### src/rtl/fir_scheduler.sv
//==============================================================================
// Module   : fir_scheduler
// Purpose  : Round-robin scheduler that shares one multi-channel FIR engine
//            between NCH sample sources. Each channel owns a one-deep holding
//            register. One sample at a time is issued to the engine, tagged
//            with its channel, and the result is returned tagged with the
//            same channel on a valid/ready output port. An engine that does
//            not finish within TIMEOUT cycles is abandoned and reported.
// Revision : 1.0 - initial release
//------------------------------------------------------------------------------
// Ports
//   ck           in   1        clock, rising edge
//   rst          in   1        synchronous reset, active low
//   in_valid     in   NCH      per-channel sample valid
//   in_data      in   NCH*DW   per-channel samples, channel i at [i*DW +: DW]
//   in_ready     out  NCH      per-channel holding register empty
//   eng_start    out  1        one-cycle pulse, engine begins a sample
//   eng_chan     out  CW       channel context for the engine
//   eng_sample   out  DW       sample presented to the engine
//   eng_done     in   1        one-cycle pulse, eng_result valid
//   eng_result   in   DW       filtered result from the engine
//   out_valid    out  1        result available
//   out_data     out  DW       result
//   out_chan     out  CW       channel of the result
//   out_ready    in   1        downstream accepts the result
//   err_timeout  out  1        one-cycle pulse, engine failed to finish
//   err_chan     out  CW       channel of the aborted sample
//==============================================================================
`default_nettype none

module fir_scheduler #(
  parameter int NCH     = 4,
  parameter int DW      = 16,
  parameter int TIMEOUT = 32
) (
  input  logic                    ck,
  input  logic                    rst,
  input  logic [NCH-1:0]          in_valid,
  input  logic [NCH*DW-1:0]       in_data,
  output logic [NCH-1:0]          in_ready,
  output logic                    eng_start,
  output logic [$clog2(NCH)-1:0]  eng_chan,
  output logic signed [DW-1:0]    eng_sample,
  input  logic                    eng_done,
  input  logic signed [DW-1:0]    eng_result,
  output logic                    out_valid,
  output logic signed [DW-1:0]    out_data,
  output logic [$clog2(NCH)-1:0]  out_chan,
  input  logic                    out_ready,
  output logic                    err_timeout,
  output logic [$clog2(NCH)-1:0]  err_chan
);

  localparam int CW = $clog2(NCH);
  localparam int TW = $clog2(TIMEOUT);
  localparam logic [CW-1:0] LAST_CHAN = CW'(NCH - 1);
  localparam logic [TW-1:0] CNT_LIMIT = TW'(TIMEOUT - 1);

  typedef enum logic [1:0] {
    IDLE   = 2'd0,
    ISSUE  = 2'd1,
    BUSY   = 2'd2,
    OUTPUT = 2'd3
  } state_t;

  state_t          state;
  state_t          state_nxt;

  logic [NCH-1:0]  buf_valid;
  logic [DW-1:0]   buf_data [NCH];
  logic [CW-1:0]   rr_ptr;
  logic [CW-1:0]   cur_chan;
  logic [CW-1:0]   winner;
  logic            any_valid;
  logic [TW-1:0]   cnt;
  logic            cnt_at_limit;

  // (base + off) mod NCH, computed in int so non-power-of-two NCH wraps correctly.
  function automatic logic [CW-1:0] wrap_add(input logic [CW-1:0] base, input int off);
    int sum;
    sum = (int'(base) + off) % NCH;
    return CW'(sum);
  endfunction

  //----------------------------------------------------------------------------
  // Holding registers. A buffer is only cleared in ISSUE for cur_chan, and at
  // that time it is full, so in_ready is low and a load cannot collide.
  //----------------------------------------------------------------------------
  always_ff @(posedge ck) begin
    if (!rst) begin
      buf_valid <= '0;
      for (int i = 0; i < NCH; i++) begin
        buf_data[i] <= '0;
      end
    end else begin
      for (int i = 0; i < NCH; i++) begin
        if (in_valid[i] && in_ready[i]) begin
          buf_valid[i] <= 1'b1;
          buf_data[i]  <= in_data[i*DW +: DW];
        end else if (state == ISSUE && cur_chan == CW'(i)) begin
          buf_valid[i] <= 1'b0;
        end
      end
    end
  end

  assign in_ready = ~buf_valid;

  //----------------------------------------------------------------------------
  // Round-robin search starting one past the last granted channel. Scanning
  // from the farthest offset down lets the nearest pending channel win.
  //----------------------------------------------------------------------------
  always_comb begin
    any_valid = 1'b0;
    winner    = '0;
    for (int k = NCH; k >= 1; k--) begin
      if (buf_valid[wrap_add(rr_ptr, k)]) begin
        any_valid = 1'b1;
        winner    = wrap_add(rr_ptr, k);
      end
    end
  end

  assign cnt_at_limit = (cnt == CNT_LIMIT);

  //----------------------------------------------------------------------------
  // FSM state register
  //----------------------------------------------------------------------------
  always_ff @(posedge ck) begin
    if (!rst) begin
      state <= IDLE;
    end else begin
      state <= state_nxt;
    end
  end

  //----------------------------------------------------------------------------
  // FSM next state and pulse outputs. A done arriving in the same cycle as the
  // timeout limit is honoured as a normal completion.
  //----------------------------------------------------------------------------
  always_comb begin
    state_nxt   = state;
    eng_start   = 1'b0;
    err_timeout = 1'b0;
    case (state)
      IDLE: begin
        if (any_valid) begin
          state_nxt = ISSUE;
        end
      end
      ISSUE: begin
        eng_start = 1'b1;
        state_nxt = BUSY;
      end
      BUSY: begin
        if (eng_done) begin
          state_nxt = OUTPUT;
        end else if (cnt_at_limit) begin
          err_timeout = 1'b1;
          state_nxt   = IDLE;
        end
      end
      OUTPUT: begin
        if (out_ready) begin
          state_nxt = IDLE;
        end
      end
      default: begin
        state_nxt = IDLE;
      end
    endcase
  end

  assign err_chan = err_timeout ? cur_chan : '0;

  //----------------------------------------------------------------------------
  // Datapath registers. The engine context is loaded on the IDLE->ISSUE edge
  // so it is already valid while eng_start is high and holds through BUSY.
  //----------------------------------------------------------------------------
  always_ff @(posedge ck) begin
    if (!rst) begin
      rr_ptr     <= LAST_CHAN;
      cur_chan   <= '0;
      eng_chan   <= '0;
      eng_sample <= '0;
      cnt        <= '0;
      out_valid  <= 1'b0;
      out_data   <= '0;
      out_chan   <= '0;
    end else begin
      out_valid <= (state_nxt == OUTPUT);
      case (state)
        IDLE: begin
          if (any_valid) begin
            cur_chan   <= winner;
            eng_chan   <= winner;
            eng_sample <= buf_data[winner];
          end
        end
        ISSUE: begin
          rr_ptr <= cur_chan;
          cnt    <= '0;
        end
        BUSY: begin
          // Saturating: the counter never wraps even if the limit is held.
          if (!cnt_at_limit) begin
            cnt <= cnt + TW'(1);
          end
          if (eng_done) begin
            out_data <= eng_result;
            out_chan <= cur_chan;
          end
        end
        default: begin
        end
      endcase
    end
  end

endmodule

`default_nettype wire

### config.mk
export PLATFORM = sky130hd
export DESIGN_NAME = fir_scheduler
export DESIGN_NICKNAME = d
export VERILOG_FILES = /design/src/rtl/fir_scheduler.sv
export SDC_FILE = /design/constraint.sdc
export NUM_CORES = 1
export LEC_CHECK = 0
export CAP_MARGIN = 30
export CORE_ASPECT_RATIO = 1.1
export CORE_UTILIZATION = 50
export CTS_BUF_LIST = sky130_fd_sc_hd__clkbuf_2
export DETAILED_ROUTE_END_ITERATION = 12
export HOLD_SLACK_MARGIN = 0.1
export PLACE_DENSITY = 0.82
export REMOVE_ABC_BUFFERS = 1
export SLEW_MARGIN = 5
export SYNTH_ARGS = -nofsm -noshare
export SYNTH_HDL_FRONTEND = slang
export SYNTH_SLANG_ARGS = --single-unit
### constraint.sdc
create_clock -name ck -period 3.1 [get_ports ck]
set_clock_uncertainty 0.2 [all_clocks]
set_input_delay 0.62 -clock ck [delete_from_list [all_inputs] [get_ports ck]]
set_output_delay 0.62 -clock ck [all_outputs]
set_load 0.05 [all_outputs]
# Yosys cells after proc, flatten, opt, wreduce, memory -nomap -nowiden
# Memory sizes are Yosys's and may differ from the RTL's. A register that Yosys moved wholly into a read port is not among the register bits.
# Index checks and enable logic that the tools add are counted.
[totals] register_bits=34 latch_bits=0 mem_bits_rw=64 rom_bits=0 inputBits=88 out_inout_bits=45 n_memories=1
[classes] n_addsub=5 multipliers=0 n_div=0 order_cmp=4 n_eq_ne=9 n_shift=0 mux=53 bitwise=5 reduce_logical=19
[memory_table] memory="buf_data" words=4 word_bits=16 rd=1 rd_ports_with_merged_regs=1 wr=4 line_no="70" rtl="logic [DW-1:0] buf_data [NCH];"
[op_table] cell="16-bit 2-to-1 mux" count=4
[op_table] cell="1-bit 2-to-1 mux" count=33
[op_table] cell="2-bit 2-to-1 mux" count=9
[op_table] cell="2-bit by 3-bit < comparator with 1-bit output, second input constant" count=4
[op_table] cell="2-bit equality test, second input constant" count=5
[op_table] cell="5-bit one-hot mux with 2 select lines" count=1
[op_table] cell="2-bit nonzero test" count=5
[op_table] cell="1-bit binary-select mux with 2-bit select" count=4
[op_table] cell="1-bit logical AND" count=8
[op_table] cell="2-bit one-hot mux with 4 select lines" count=1
[op_table] cell="2-bit AND reduction" count=3
[op_table] cell="5-bit by 1-bit adder with 5-bit output, second input constant" count=1
[op_table] cell="5-bit equality test, second input constant" count=1
[op_table] cell="5-bit 2-to-1 mux" count=1
[op_table] cell="2-bit by 1-bit adder with 2-bit output, second input constant" count=2
[op_table] cell="2-bit adder, second input constant" count=2
[op_table] cell="2-bit by 1-bit equality test with 1-bit output, second input constant" count=2
[op_table] cell="2-bit logical NOT" count=2
[op_table] cell="4-bit inverter" count=1
[op_table] cell="1-bit bitwise OR" count=4
[op_table] cell="2-bit != test, second input constant" count=1
[op_table] cell="1-bit logical NOT" count=1

# Logic depth before layout (Yosys ltp)
[depth] ltp_word=10 mapped_depth=7

# Worst setup path before layout
# OpenSTA, ideal clock, no wires.
[synth_timing] path_type="reg-to-output" start="reg cnt[0]" end="out err_chan[0]" t_arrival_ns=2.747 required_ns=2.280 setup_slack_ns=-0.467 path_stages_with_launch=7 n_path_buf=0 cell_sequence="dfxtp_1 ha_1 and3_1 ha_1 nand2b_1 nor3b_1 and2_1"
[synth_between] elab_chain_cells=5
[synth_rtl] item="start: declaration" line_no="75" rtl="logic [TW-1:0] cnt;"
[synth_rtl] item="start signal: assignment" line_no="207" rtl="cnt <= cnt + TW'(1);"
[synth_rtl] item="5-bit equality test" line_no="124" rtl="assign cnt_at_limit = (cnt == CNT_LIMIT);"
[synth_rtl] item="1-bit 2-to-1 mux" line_no="158" rtl="end else if (cnt_at_limit) begin"
[synth_rtl] item="1-bit 2-to-1 mux" line_no="156" rtl="if (eng_done) begin"
[synth_rtl] item="1-bit 2-to-1 mux" line_no="145" rtl="case (state)"
[synth_rtl] item="named net err_timeout" line_no="50" rtl="output logic err_timeout,"
[synth_rtl] item="2-bit 2-to-1 mux" line_no="174" rtl="assign err_chan = err_timeout ? cur_chan : '0;"
[synth_rtl] item="end: declaration" line_no="51" rtl="output logic [$clog2(NCH)-1:0] err_chan"
# The timed path passes the listed nets, and every way through them passes these cells.

# Worst setup path after layout
[layout_timing] start="reg cnt[0]" end="out err_chan[0]"
[layout_between] elab_chain_cells=5
[layout_rtl] item="5-bit equality test" line_no="124"
[layout_rtl] item="1-bit 2-to-1 mux" line_no="158"
[layout_rtl] item="1-bit 2-to-1 mux" line_no="156"
[layout_rtl] item="1-bit 2-to-1 mux" line_no="145"
[layout_rtl] item="2-bit 2-to-1 mux" line_no="174"
# Every way passes these cells.

==> results.toml <==
[outcome]
status = "finished clean"

[synth]
yosysTopAreaCell = "edfxtp_1"
synth_warnings = 0
synth_top_area_share_pct = 39.1
synthTopCellsByArea = "edfxtp_1, dfxtp_1, and2_1"
syn-cell-area_sq_um = 4910
async_flop_share_pct = 0
syn_inst = 421
synth-seq-cells = 114
ys_seq_area_share_pct = 59.5
synthDistinctLibCells = 44
syn_area_per_cell_sq_um = 11.7
ys.flop_type = "edfxtp_1"
synth_edf_count = 64

[floorplan]
dieArea_sq_um = 10200
start_util_pct = 52.0
num_rows = 37
die_h_um = 106
core_sq_um = 9440
die_x_um = 96.5
ios = 133

[worst_setup_path]
required_ns = 2.28
crit_type = "flop to output pin"
crit_arrival_ns = 2.15
end_kind = "output pin"
crit_buf_inv = 1
cp_max_fo = 4
crit_chain = "ha_4, and3_4, ha_4, nand2b_4, nor3b_2, and2_4, buf_12"
cp-start-kind = "flop"
cp_slowest_cell = "dfxtp_4"
cpMostUsedCell = "ha_4"
crit_path_max_incr_delay_ns = 0.40
path_delay_family = "simple AND/OR/NAND/NOR gates"

[clock_tree]
cts_num_sinks = 114
clock_path_buffers = 2
cts-hold-fix-buffers = 0
cts_tree = "yes"
insertion_delay_ns = 0.66
htree_num_levels = 4
numCtsBuffers = 17
clockRootBuffer = "clkbuf_2"
clk_transition_reported_paths_ns = 0.18

[pwr]
power_density_nw_per_um2 = 549
power.internal_uw = 2590
combPwrFrac_pct = 21.0
clockPowerShare_pct = 30.4
leakage_uw = 0.00252
switching_share_pct = 29.8
switching_power_uw = 1100
p_total_uw = 3680
p_seq_share_pct = 48.7
irDropWorstVdd_uv = 300

[sta]
min_period_over_period_pct = 95.9
drv_slew = 0
hold-worst-slack_ns = 0.266
fmax_ghz = 0.336
setup_slack_ns = 0.127
setup_viol = 0
fin_setup_tns_ns = 0
worst-slew-pin-transition_ns = 0.960
hold_violations = 0
period_needed_ns = 2.97
maxSlewHeadroom_pct = 35.9

[layout]
nFillCells = 698
nets = 653
num_antenna_cells = 0
register_area_sq_um = 2930
multi_input_area_sq_um = 1870
drive_gt1_share_pct = 13.5
area_growth_pct = 36.6

[detailed_routing]
viasPerCell = 5.26
drc_errors = 0
wl_mm = 11.6
drt_first_pass_iters = 4
post_drt_wl_per_cell_um = 16.7
ant_nets = 0
dr_total_vias = 3648
drtIter0Drc = 169

[place]
dp_hpwl_mm = 8.09
portBuffers = 132
post-place-ws_ns = 0.360
globalplace.congestion = 0.774

[grt]
antenna_found_initial = 0
grt_usage_pct = 23.4
grt_pass1_wl_mm = 17.6
grt_max_degree = 34
overflow = 0
grt_pass1_vias = 3734

[hold_path]
hp-class = "flop to flop"

[job]
cap_violations = 0
==> kinds of logic after synthesis <==
logic type      share of synthesized area [%]
compound gates                           11.4
fa+ha+maj                               0.509
buf+inv                                  3.49
flops                                    59.5
mux                                      7.16
simple gates                             18.0
==> path summary, 6_finish.rpt <==
check        slack (ns)          from  depth (start not counted)       endpoint
max                0.13        cnt[0]                          7    err_chan[0]
min                0.27   out_chan[0]                          2    out_chan[0]
min reg2reg        0.27   out_chan[0]                          2    out_chan[0]
max reg2reg        0.69  buf_valid[2]                          5  eng_sample[2]
==> worst min-delay path, stage by stage (launching register included) <==
cell and delay [ns]:
dfxtp_1 0.34, nand2_1 0.05, a21oi_1 0.05
==> metrics by stage <==
stage	area, sq um	utilization (%)	instances
6_report	6710	71.1	693
5_1_grt	6710	71.1	693
4_1_cts	6670	70.6	692
3_5_place_dp	6370	67.5	660
3_3_place_gp	6370	67.5	660
2_1_floorplan	4780	-	398
==> what timing repair did <==
action,4_1_cts,5_1_grt
gates resized for setup,8,6
setup buffers,0,1
setup endpoints to repair,4,3
pin swaps,1,1
cloned,0,0
==> routing by layer <==
layer | wire, um | global-route usage, % | share of wire (%)
met2 | 5940 | 40.4 | 51
met3 | 891 | 9.44 | 7.7
met5 | 0 | 0 | 0
met4 | 257 | 8.09 | 2.2
met1 | 4470 | 25.5 | 39
==> power groups by stage <==
stage	registers (uW)	logic (uW)	clock network (uW)
2_1_floorplan	1960	309	0
3_3_place_gp	1820	755	0
3_5_place_dp	1830	772	0
4_1_cts	1790	775	1130
5_1_grt	1810	819	1200
6_report	1790	773	1120
==> cell usage in the layout, fill, tap and decap left out, types with 4 or more instances in the layout <==
cell type,instances
o221ai_1,6
buf_4,14
nand2_1,62
nor3_1,6
bufinv_16,4
o221ai_2,10
clkbuf_2,19
nor2_1,12
inv_4,4
o21ai_0,4
clkdlybuf4s50_1,128
mux2i_1,34
and2_1,67
dfxtp_1,48
edfxtp_1,64
o21ai_1,4
inv_1,9
nand2b_1,6
a21oi_1,23
a22oi_1,4
==> sequential cells by signal, indices dropped and copies added (netlist names) <==
name,count
out_data,16
cur_chan,2
eng_sample,16
out_chan,2
out_valid,1
buf_valid,4
cnt,5
rr_ptr,2
state,2
buf_data,64
==> area by class of cell <==
class,count,share of cell area [%]
timing repair buffer,146,21.7
sequential,114,43.7
clock buffer,19,1.42
multi-input combinational,274,27.8
clock inverter,13,2.68
inverter,10,0.559
tap,117,2.18
==> synth_stat cells (2+ instances only) <==
master and count:
buf_4 2, a22oi_1 4, o21a_1 3, buf_2 2, nor2b_1 2, nor2_1 12, a21oi_1 23, nor3b_1 2
clkbuf_1 13, nand2_1 62, buf_6 5, nor3_1 6, o21ai_0 8, nand2b_1 7, and2_1 69, o221ai_2 10
a21oi_2 2, inv_1 9, o221ai_1 6, nand3_1 3, a22o_1 2, edfxtp_1 64, dfxtp_1 50, mux2i_1 34
ha_1 2
No activity file was read; power rests on OpenSTA's default activity.
